$ cat config.mk
export PLATFORM = sky130hd
export DESIGN_NAME = pwm_capture_flat
export DESIGN_NICKNAME = d
export VERILOG_FILES = /design/src/rtl/pwm_pkg.sv /design/src/rtl/pwm_capture_if.sv /design/src/rtl/pwm_edge_sync.sv /design/src/rtl/pwm_capture.sv /design/src/flat_wrapper.sv
export SDC_FILE = /design/constraint.sdc
export NUM_CORES = 1
export LEC_CHECK = 0
export CAP_MARGIN = 25
export CORE_ASPECT_RATIO = 0.9
export CORE_UTILIZATION = 52
export DETAILED_ROUTE_END_ITERATION = 6
export PLACE_DENSITY = 0.83
export SKIP_LAST_GASP = 1
export SLEW_MARGIN = 20
export SYNTH_ARGS = -nofsm -noshare
export SYNTH_HDL_FRONTEND = slang
export SYNTH_SLANG_ARGS = --single-unit
export TNS_END_PERCENT = 50
$ cat constraint.sdc
create_clock -name sys_clk -period 2.24 [get_ports sys_clk]
set_clock_uncertainty 0.15 [all_clocks]
set_input_delay 0.224 -clock sys_clk [delete_from_list [all_inputs] [get_ports sys_clk]]
set_output_delay 0.224 -clock sys_clk [all_outputs]
set_load 0.01 [all_outputs]
$ cat src/rtl/pwm_pkg.sv
// Shared PWM definitions: capture FSM states and default counter/timeout sizing.
// The PWM generator uses the same defaults, so changing them here keeps both sides consistent.
package pwm_pkg;

  typedef enum logic [1:0] {
    WAIT_RISE = 2'd0,
    MEAS_HIGH = 2'd1,
    MEAS_LOW  = 2'd2
  } pwm_state_e;

  localparam int CNT_W   = 16;
  localparam int TIMEOUT = 60000;

endpackage

$ cat src/rtl/pwm_capture_if.sv
// PWM capture bundle: the sampled PWM line plus the measurement results.
// master is the capture block side; slave is the stimulus/consumer side.
interface pwm_capture_if #(
  parameter int CNT_W = pwm_pkg::CNT_W
);
  logic             pwm_in;
  logic             meas_valid;
  logic [CNT_W-1:0] period;
  logic [CNT_W-1:0] high_time;
  logic             stuck;
  logic             stuck_level;

  modport master (
    input  pwm_in,
    output meas_valid, period, high_time, stuck, stuck_level
  );

  modport slave (
    output pwm_in,
    input  meas_valid, period, high_time, stuck, stuck_level
  );
endinterface

$ cat src/rtl/pwm_edge_sync.sv
// Brings the asynchronous PWM line into the clock domain and derives one-cycle
// rise/fall pulses. There is no glitch filter, so pulses shorter than a clock may vanish.
module pwm_edge_sync (
  input  logic clk,
  input  logic rst_n,
  input  logic pwm_in,
  output logic pwm_s,
  output logic rise,
  output logic fall
);

  logic meta_r;
  logic pwm_d;

  // Two-flop synchroniser followed by one delay flop for edge detection
  always_ff @(posedge clk or negedge rst_n) begin
    if (!rst_n) begin
      meta_r <= 1'b0;
      pwm_s  <= 1'b0;
      pwm_d  <= 1'b0;
    end else begin
      meta_r <= pwm_in;
      pwm_s  <= meta_r;
      pwm_d  <= pwm_s;
    end
  end

  assign rise = pwm_s & ~pwm_d;
  assign fall = ~pwm_s & pwm_d;

endmodule

$ cat src/rtl/pwm_capture.sv
// Measures the period and high time of an asynchronous PWM input in sys_clk cycles,
// and flags a stuck line when no edge arrives for TIMEOUT cycles.
module pwm_capture #(
  parameter int CNT_W   = pwm_pkg::CNT_W,
  parameter int TIMEOUT = pwm_pkg::TIMEOUT
) (
  input  logic          sys_clk,
  input  logic          sys_rst_n,
  pwm_capture_if.master bus
);

  import pwm_pkg::*;

  localparam logic [CNT_W-1:0] CNT_ZERO  = {CNT_W{1'b0}};
  localparam logic [CNT_W-1:0] CNT_ONE   = CNT_W'(1);
  localparam logic [CNT_W-1:0] CNT_MAX   = {CNT_W{1'b1}};
  localparam logic [CNT_W-1:0] IDLE_LAST = CNT_W'(TIMEOUT - 1);

  function automatic logic [CNT_W-1:0] sat_inc(input logic [CNT_W-1:0] v);
    sat_inc = (v == CNT_MAX) ? v : v + CNT_ONE;
  endfunction

  logic pwm_s;
  logic rise;
  logic fall;

  pwm_edge_sync u_edge_sync (
    .clk    (sys_clk),
    .rst_n  (sys_rst_n),
    .pwm_in (bus.pwm_in),
    .pwm_s  (pwm_s),
    .rise   (rise),
    .fall   (fall)
  );

  pwm_state_e       state_r;
  logic [CNT_W-1:0] pcnt_r;
  logic [CNT_W-1:0] hcnt_r;
  logic [CNT_W-1:0] idle_r;
  logic [CNT_W-1:0] period_r;
  logic [CNT_W-1:0] high_r;
  logic             valid_r;
  logic             stuck_r;
  logic             level_r;
  logic             edge_s;
  logic             timeout_s;

  // An edge in the very cycle the idle count would expire suppresses the timeout
  assign edge_s    = rise | fall;
  assign timeout_s = !edge_s && (idle_r == IDLE_LAST);

  // Idle timer and stuck flag with the line level captured at expiry
  always_ff @(posedge sys_clk or negedge sys_rst_n) begin
    if (!sys_rst_n) begin
      idle_r  <= CNT_ZERO;
      stuck_r <= 1'b0;
      level_r <= 1'b0;
    end else if (edge_s) begin
      idle_r  <= CNT_ZERO;
      stuck_r <= 1'b0;
    end else begin
      idle_r <= sat_inc(idle_r);
      if (timeout_s) begin
        stuck_r <= 1'b1;
        level_r <= pwm_s;
      end
    end
  end

  // Measurement FSM; a timeout discards the partial measurement
  always_ff @(posedge sys_clk or negedge sys_rst_n) begin
    if (!sys_rst_n) begin
      state_r  <= WAIT_RISE;
      pcnt_r   <= CNT_ZERO;
      hcnt_r   <= CNT_ZERO;
      period_r <= CNT_ZERO;
      high_r   <= CNT_ZERO;
      valid_r  <= 1'b0;
    end else begin
      valid_r <= 1'b0;
      if (timeout_s) begin
        state_r <= WAIT_RISE;
      end else begin
        case (state_r)
          WAIT_RISE: begin
            if (rise) begin
              pcnt_r  <= CNT_ONE;
              hcnt_r  <= CNT_ONE;
              state_r <= MEAS_HIGH;
            end
          end
          MEAS_HIGH: begin
            pcnt_r <= sat_inc(pcnt_r);
            if (fall) begin
              state_r <= MEAS_LOW;
            end else begin
              hcnt_r <= sat_inc(hcnt_r);
            end
          end
          MEAS_LOW: begin
            if (rise) begin
              period_r <= pcnt_r;
              high_r   <= hcnt_r;
              valid_r  <= 1'b1;
              pcnt_r   <= CNT_ONE;
              hcnt_r   <= CNT_ONE;
              state_r  <= MEAS_HIGH;
            end else begin
              pcnt_r <= sat_inc(pcnt_r);
            end
          end
          default: begin
            state_r <= WAIT_RISE;
          end
        endcase
      end
    end
  end

  assign bus.meas_valid  = valid_r;
  assign bus.period      = period_r;
  assign bus.high_time   = high_r;
  assign bus.stuck       = stuck_r;
  assign bus.stuck_level = level_r;

endmodule
$ cat src/flat_wrapper.sv
// flat-port wrapper written by rule: the top's interface ports become plain ports
module pwm_capture_flat import pwm_pkg::*;
#(
  parameter int CNT_W   = pwm_pkg::CNT_W,
  parameter int TIMEOUT = pwm_pkg::TIMEOUT
)
  (sys_clk, sys_rst_n, bus_pwm_in, bus_meas_valid, bus_period, bus_high_time, bus_stuck, bus_stuck_level);
  pwm_capture_if #(.CNT_W(CNT_W)) bus_i ();
  input  logic sys_clk;
  input  logic sys_rst_n;
  input wire logic [$bits(bus_i.pwm_in)-1:0] bus_pwm_in;
  output wire logic [$bits(bus_i.meas_valid)-1:0] bus_meas_valid;
  output wire logic [$bits(bus_i.period)-1:0] bus_period;
  output wire logic [$bits(bus_i.high_time)-1:0] bus_high_time;
  output wire logic [$bits(bus_i.stuck)-1:0] bus_stuck;
  output wire logic [$bits(bus_i.stuck_level)-1:0] bus_stuck_level;
  assign bus_i.pwm_in = bus_pwm_in;
  assign bus_meas_valid = bus_i.meas_valid;
  assign bus_period = bus_i.period;
  assign bus_high_time = bus_i.high_time;
  assign bus_stuck = bus_i.stuck;
  assign bus_stuck_level = bus_i.stuck_level;
  pwm_capture #(.CNT_W(CNT_W), .TIMEOUT(TIMEOUT)) u_core (.sys_clk(sys_clk), .sys_rst_n(sys_rst_n), .bus(bus_i));
endmodule
==> results.py, run 1 <==
metrics = {
    "outcome": {
        "status": "finished with violations",
        "failed_checks": "negative setup slack",
    },
    "worst_setup_path": {
        "startpoint": "u_core.state_r[0]",
        "arrival_ns": 2.37,
        "cp-start-kind": "flop",
        "reg2reg_to": "u_core.hcnt_r[2]",
        "reg2reg_setup_slack_ns": -0.04,
        "worstSetupPathType": "reg -> reg",
        "reg2reg_from": "u_core.state_r[0]",
        "endpoint_kind": "flop",
        "critPathRequiredTime_ns": 2.33,
        "crit_path_top_delay_cell": "dfrtp_1",
        "crit_path_cell_trace": "inv_1, ha_2, or2_1, a22o_1, a211o_4, o21ai_1, o21ai_2",
        "cp_max_fo": 6,
        "cp_top_family": "compound AO/OA/AOI/OAI gates",
        "cpPeakStageDelay_ns": 0.38,
        "rr_worst_depth": 7,
        "cp.buffers_inverters": 1,
    },
    "sta": {
        "worst_slew_pin_slew_ns": 0.648,
        "rsz0062_at_grt": "yes",
        "finalSetupViolCount": 16,
        "hold_viol_final": 0,
        "tns_ns": -0.375,
        "period_needed_ns": 2.28,
        "maxSlewViolCount": 0,
        "whs_ns": 0.159,
        "clock.fmax_mhz": 439,
        "fin_crit_sh_pct": 102,
        "fin_ws_ns": -0.0381,
        "slew_headroom_pct": 56.6,
    },
    "die": {
        "start_util_pct": 55.0,
        "core_area_um2": 7730,
        "die_y_um": 87.8,
        "fp.dieArea_um2": 8550,
        "num_io_pins": 38,
        "rows": 30,
        "die_w_um": 97.4,
    },
    "power": {
        "pwr-share-comb_pct": 35.5,
        "total_power_mw": 4.55,
        "netSwitchingPower_mw": 1.56,
        "leakage_nw": 2.34,
        "intPower_mw": 2.98,
        "swShare_pct": 34.4,
        "power_density_nw_per_um2": 864,
        "clkPwrFrac_pct": 24.5,
        "irDropWorstVdd_mv": 0.506,
        "p_seq_share_pct": 40.0,
    },
    "yosys": {
        "syn-num-nets": 425,
        "synth-seq-cells": 88,
        "yosysMostFrequentCell": "dfrtp_1",
        "synth_top_area_cell": "dfrtp_1",
        "syn_area_um2": 4260,
        "yosysWarnings": 0,
        "ys.flop_type": "dfrtp_1",
        "seq_area_frac_synth_pct": 51.7,
        "synth-edff-count": 0,
        "synth_top_area_share_pct": 51.7,
        "async_flop_share_pct": 100,
        "yosys-top-cells-count": "88 x dfrtp_1, 38 x nor2_1, 34 x o21ai_0",
        "syn-instance-count": 413,
        "ys_types": 50,
        "yosys-top-cells-area": "dfrtp_1 52%, mux2_2 7.9%, o21ai_0 4.0%, a21oi_1 3.8%, nor2_1 3.4%",
        "postSynthAreaPerCell_um2": 10.3,
    },
    "flow_run": {
        "drv_cap": 0,
    },
    "drt": {
        "via_count": 3561,
        "ant_nets": 0,
        "drc": 0,
        "routedWlPerCell_um": 16.8,
        "routed_via_density": 6.13,
        "wl_mm": 9.75,
        "drt-initial-drc-count": 280,
        "firstDrtPassIters": 5,
    },
    "hold_path": {
        "hp-start": "bus_pwm_in",
        "hold_end": "u_core.u_edge_sync.meta_r",
        "holdPathStages": 1,
        "holdCritPathClass": "in -> reg",
    },
    "global_routing": {
        "antenna_found_initial": 0,
        "grt_usage_pct": 23.6,
        "grt_pass1_wl_mm": 16.0,
        "grt_pass1_vias": 3327,
        "grt_start_max_net_pins": 44,
        "overflow": 0,
    },
    "cells_and_area": {
        "instances_no_fill": 581,
        "drive_gt1_share_pct": 20.8,
        "n_antenna_cell": 0,
        "area_growth_pct": 23.7,
        "nNetsFinal": 492,
        "design_area_um2": 5260,
        "final_util_pct": 68.1,
    },
    "clock_network": {
        "numCtsBuffers": 9,
        "clkLatencyLatePin_ns": 0.36,
        "cts_sinks": 88,
        "cts-root-buf": "clkbuf_8",
        "h-tree-depth": 3,
        "cts_buffer_depth": 2,
        "cts_tree": "built",
        "path_clk_slew_ns": 0.08,
    },
    "placed_design": {
        "io_buffers": 37,
        "dp.cells": 556,
        "dpl.hpwl_mm": 6.31,
        "gp_congestion": 0.843,
        "post_dp_cell_area_um2": 4910,
        "place_ws_ns": -0.0471,
    },
}
layer usage:
metal  track usage [%]  share of wire [%]  up-vias
li1                  -                  -     1634
met1              32.1                 44     1743
met2              37.8                 48      168
met3              6.15                6.5       16
met4              7.09                1.6        0
met5                 0                  0        -
power groups by stage:
stage	Sequential, mW	Clock [mW]	Combinational [mW]
6_report	1.82	1.12	1.61
5_1_grt	1.83	1.20	1.75
4_1_cts	1.81	1.14	1.43
3_5_place_dp	1.85	0	1.36
3_3_place_gp	1.83	0	1.29
2_1_floorplan	1.84	0	0.903
how the worst max path moves through the flow:
stage,end,slack (ns),cells past startpoint
final,u_core.hcnt_r[2],-0.04,7
after global routing,u_core.hcnt_r[5],-0.15,9
after CTS,u_core.hcnt_r[5],-0.04,9
after detailed placement,u_core.hcnt_r[5],-0.05,9
after global placement,u_core.hcnt_r[11],0.04,8
after floorplan,u_core.hcnt_r[14],-0.02,9
layout by cell type (no fill, tap or decap), types with 2 or more instances in the layout:
cell and instances:
nand2b_1 3, xnor2_1 11, nand2_1 28, and3_1 10
nand2_2 3, a21oi_2 2, mux2i_1 3, a211o_2 2
nor3_1 6, o21ai_2 2, a211oi_1 3, a31oi_1 5
a31o_2 2, clkbuf_8 11, buf_6 4, a211o_4 2
buf_12 2, nand3_1 17, o21ai_0 24, clkdlybuf4s50_1 36
nand4_1 14, mux2_2 30, nor2_1 37, ha_1 6
dfrtp_1 88, a41oi_1 3, buf_4 26, o31ai_1 6
nor4_1 3, a21oi_1 30, inv_1 11, and4_1 5
clkbuf_1 3, and2_1 3, ha_2 2, o21ai_1 10
repair_timing:
action	in CTS	in global routing
endpoints found under the hold margin	68	0
gates cloned	2	2
endpoints found under the setup margin	14	30
resized for setup	6	26
pin swaps	0	4
hold buffers	1	0
buffers inserted	2	2
cell type report:
class                      instances  area (µm²)
clock buffer                      14         163
clock inverter                     2        37.5
fill                             596        2470
inverter                          12        45.0
multi-input combinational        300        2050
sequential                        88        2200
tap                               96         120
timing repair buffer              69         651
state kept, by name, summed over array words and instances, names as in the netlist:
register                   count
u_core.pcnt_r                 16
u_core.bus.period             16
u_core.bus.stuck_level         1
u_core.idle_r                 16
u_core.bus.meas_valid          1
u_core.u_edge_sync.pwm_d       1
u_core.bus.high_time          16
u_core.u_edge_sync.pwm_s       1
u_core.bus.stuck               1
u_core.state_r                 2
u_core.u_edge_sync.meta_r      1
u_core.hcnt_r                 16
logic make-up (layout without fill, tap and decap cells):
kind of cell	after synthesis	count (layout)	share of synthesized area (%)
buffers and inverters	28	97	2.94
adders and majority gates	9	9	2.65
xor gates and xnor gates	11	11	2.26
and+or+nand+nor	142	142	17.4
DFF	88	88	51.7
muxes	33	33	8.64
AOI/OAI and AO/OA	102	105	14.4
Power figures use the tool's default switching activity.
==> inputs of run 2 (changes only) <==
Settings changed: CTS_CLUSTER_DIAMETER set to 40, SLEW_MARGIN 20 to 25.
==> results of run 2 <==
No change in the layout: final DEF, timing and power equal those of run 1.
==> RTL change (settings of run 1) <==
The package constant `CNT_W` goes from 16 to 20.
--- a/src/rtl/pwm_pkg.sv
+++ b/src/rtl/pwm_pkg.sv
@@ -8,7 +8,7 @@
     MEAS_LOW  = 2'd2
   } pwm_state_e;
 
-  localparam int CNT_W   = 16;
+  localparam int CNT_W   = 20;
   localparam int TIMEOUT = 60000;
 
 endpackage
Ports: changed (resized bus_high_time and bus_period); port bits go from 38 to 46. No check against the original RTL was run, so the function may have changed too.
==> RTL change against run 1 <==
The run still ends with setup timing left. Combinational power increased by 23%. Wire length increased by 36%. Sequential power increased by 18%. Sequential cell count increased by 20. Non-clock buffer count increased by 54. Count of clock-buffer cells in the layout decreased by 5. Synthesized area increased by 28%. Worst hold slack got worse by 0.014 ns. Setup slack got worse by 0.14 ns. Design area increased by 34%. Total power increased by 24%. Critical path type unchanged. Largest cell class is now multi-input combinational cells.
==> RTL change: results (changes against run 1) <==
Status
  – Outcome: finished, violations left
  – Failing checks: setup timing

Placed design
  – Hpwl dp: 8860 um (+40%)

Finish
  – Final nets: 634 (+29%)
  – Seq. cell area: 0.00270 mm^2 (+23%)
  – Synthesis-to-layout area growth: 29.5%
  – Non-Clock Buffer Count: 123 (+78%)

Timing
  – Final worst setup slack: -0.182 ns (-0.144 ns)
  – Final setup violation count: 41 (+25)

Setup path
  – Reg-to-Reg Start: u_core.u_edge_sync.pwm_s
  – Worst R2R End: u_core.hcnt_r[0]
  – Family with the most delay on the worst path: simple AND/OR/NAND/NOR gates
  – Worst EP arrival: 2.52 ns (+0.15 ns)

Pwr
  – Switch share: 35.1% (+0.70 points)
  – Clock power frac: 27.0% (+2.5 points)
  – Leak: 3.05 nW (+30%)

Synth
  – Synth Area in Adders: 2.06% (-0.58 points)
  – Synth cell types: 60 (+20%)
  – XOR/XNOR share of the synthesized area: 1.12% (-1.1 points)
  – Post-synthesis sequential area ratio: 49.5% (-2.2 points)
  – Mux cell area share after synthesis: 8.57% (-0.074 points)

Detailed routing
  – Via density: 6.25 (+2.0%)
  – Final WL: 13,300 um (+36%)
  – Initial DRC Count: 295 (+5.4%)

Min path
  – Hold WC Path Type: in -> async

Global route
  – Global-route wire length before repair: 21,900 um (+37%)
-- RTL change: worst max-delay path by stage --
stage                                    to  slack (ns)  cells after the start                startpoint
after global routing       u_core.hcnt_r[8]       -0.26                      9  u_core.u_edge_sync.pwm_d
final                      u_core.hcnt_r[0]       -0.18                      6  u_core.u_edge_sync.pwm_s
after global placement    u_core.hcnt_r[17]       -0.21                      6  u_core.u_edge_sync.pwm_s
after CTS                  u_core.hcnt_r[0]       -0.19                      6  u_core.u_edge_sync.pwm_s
after detailed placement  u_core.pcnt_r[16]       -0.28                      7  u_core.u_edge_sync.pwm_d
after floorplan            u_core.hcnt_r[0]       -0.20                      7  u_core.u_edge_sync.pwm_s
-- RTL change: per-layer routing --
layer | track usage (%) | up-vias | routed length [um]
li1 | - | 2193 | -
met5 | 0 | - | 0
met4 | 7.69 | 0 | 245
met3 | 5.96 | 25 | 772
met1 | 34.4 | 2334 | 5560
met2 | 41.8 | 172 | 6710
-- RTL change: stage by stage --
step | hold WS (ns) | worst slack [ns] | util [%] | setup TNS, ns | std cells
CTS | 0.138 | -0.186 | 67.5 | -5.10 | 756
finish | 0.145 | -0.182 | 69.0 | -4.80 | 756
global route | 0.162 | -0.261 | 69.0 | -7.83 | 756
floorplan | -0.222 | -0.202 | - | -5.20 | 518
detailed placement | -0.0122 | -0.281 | 64.1 | -10.21 | 737
global placement | -0.0198 | -0.214 | 64.1 | -7.59 | 737
-- RTL change: repair_timing --
action,4_1_cts,5_1_grt
endpoints found under the hold margin,80,0
gates cloned,1,0
buffers inserted,1,0
resized for setup,8,26
hold buffers,1,0
setup endpoints to repair,43,44
pin swaps,4,10
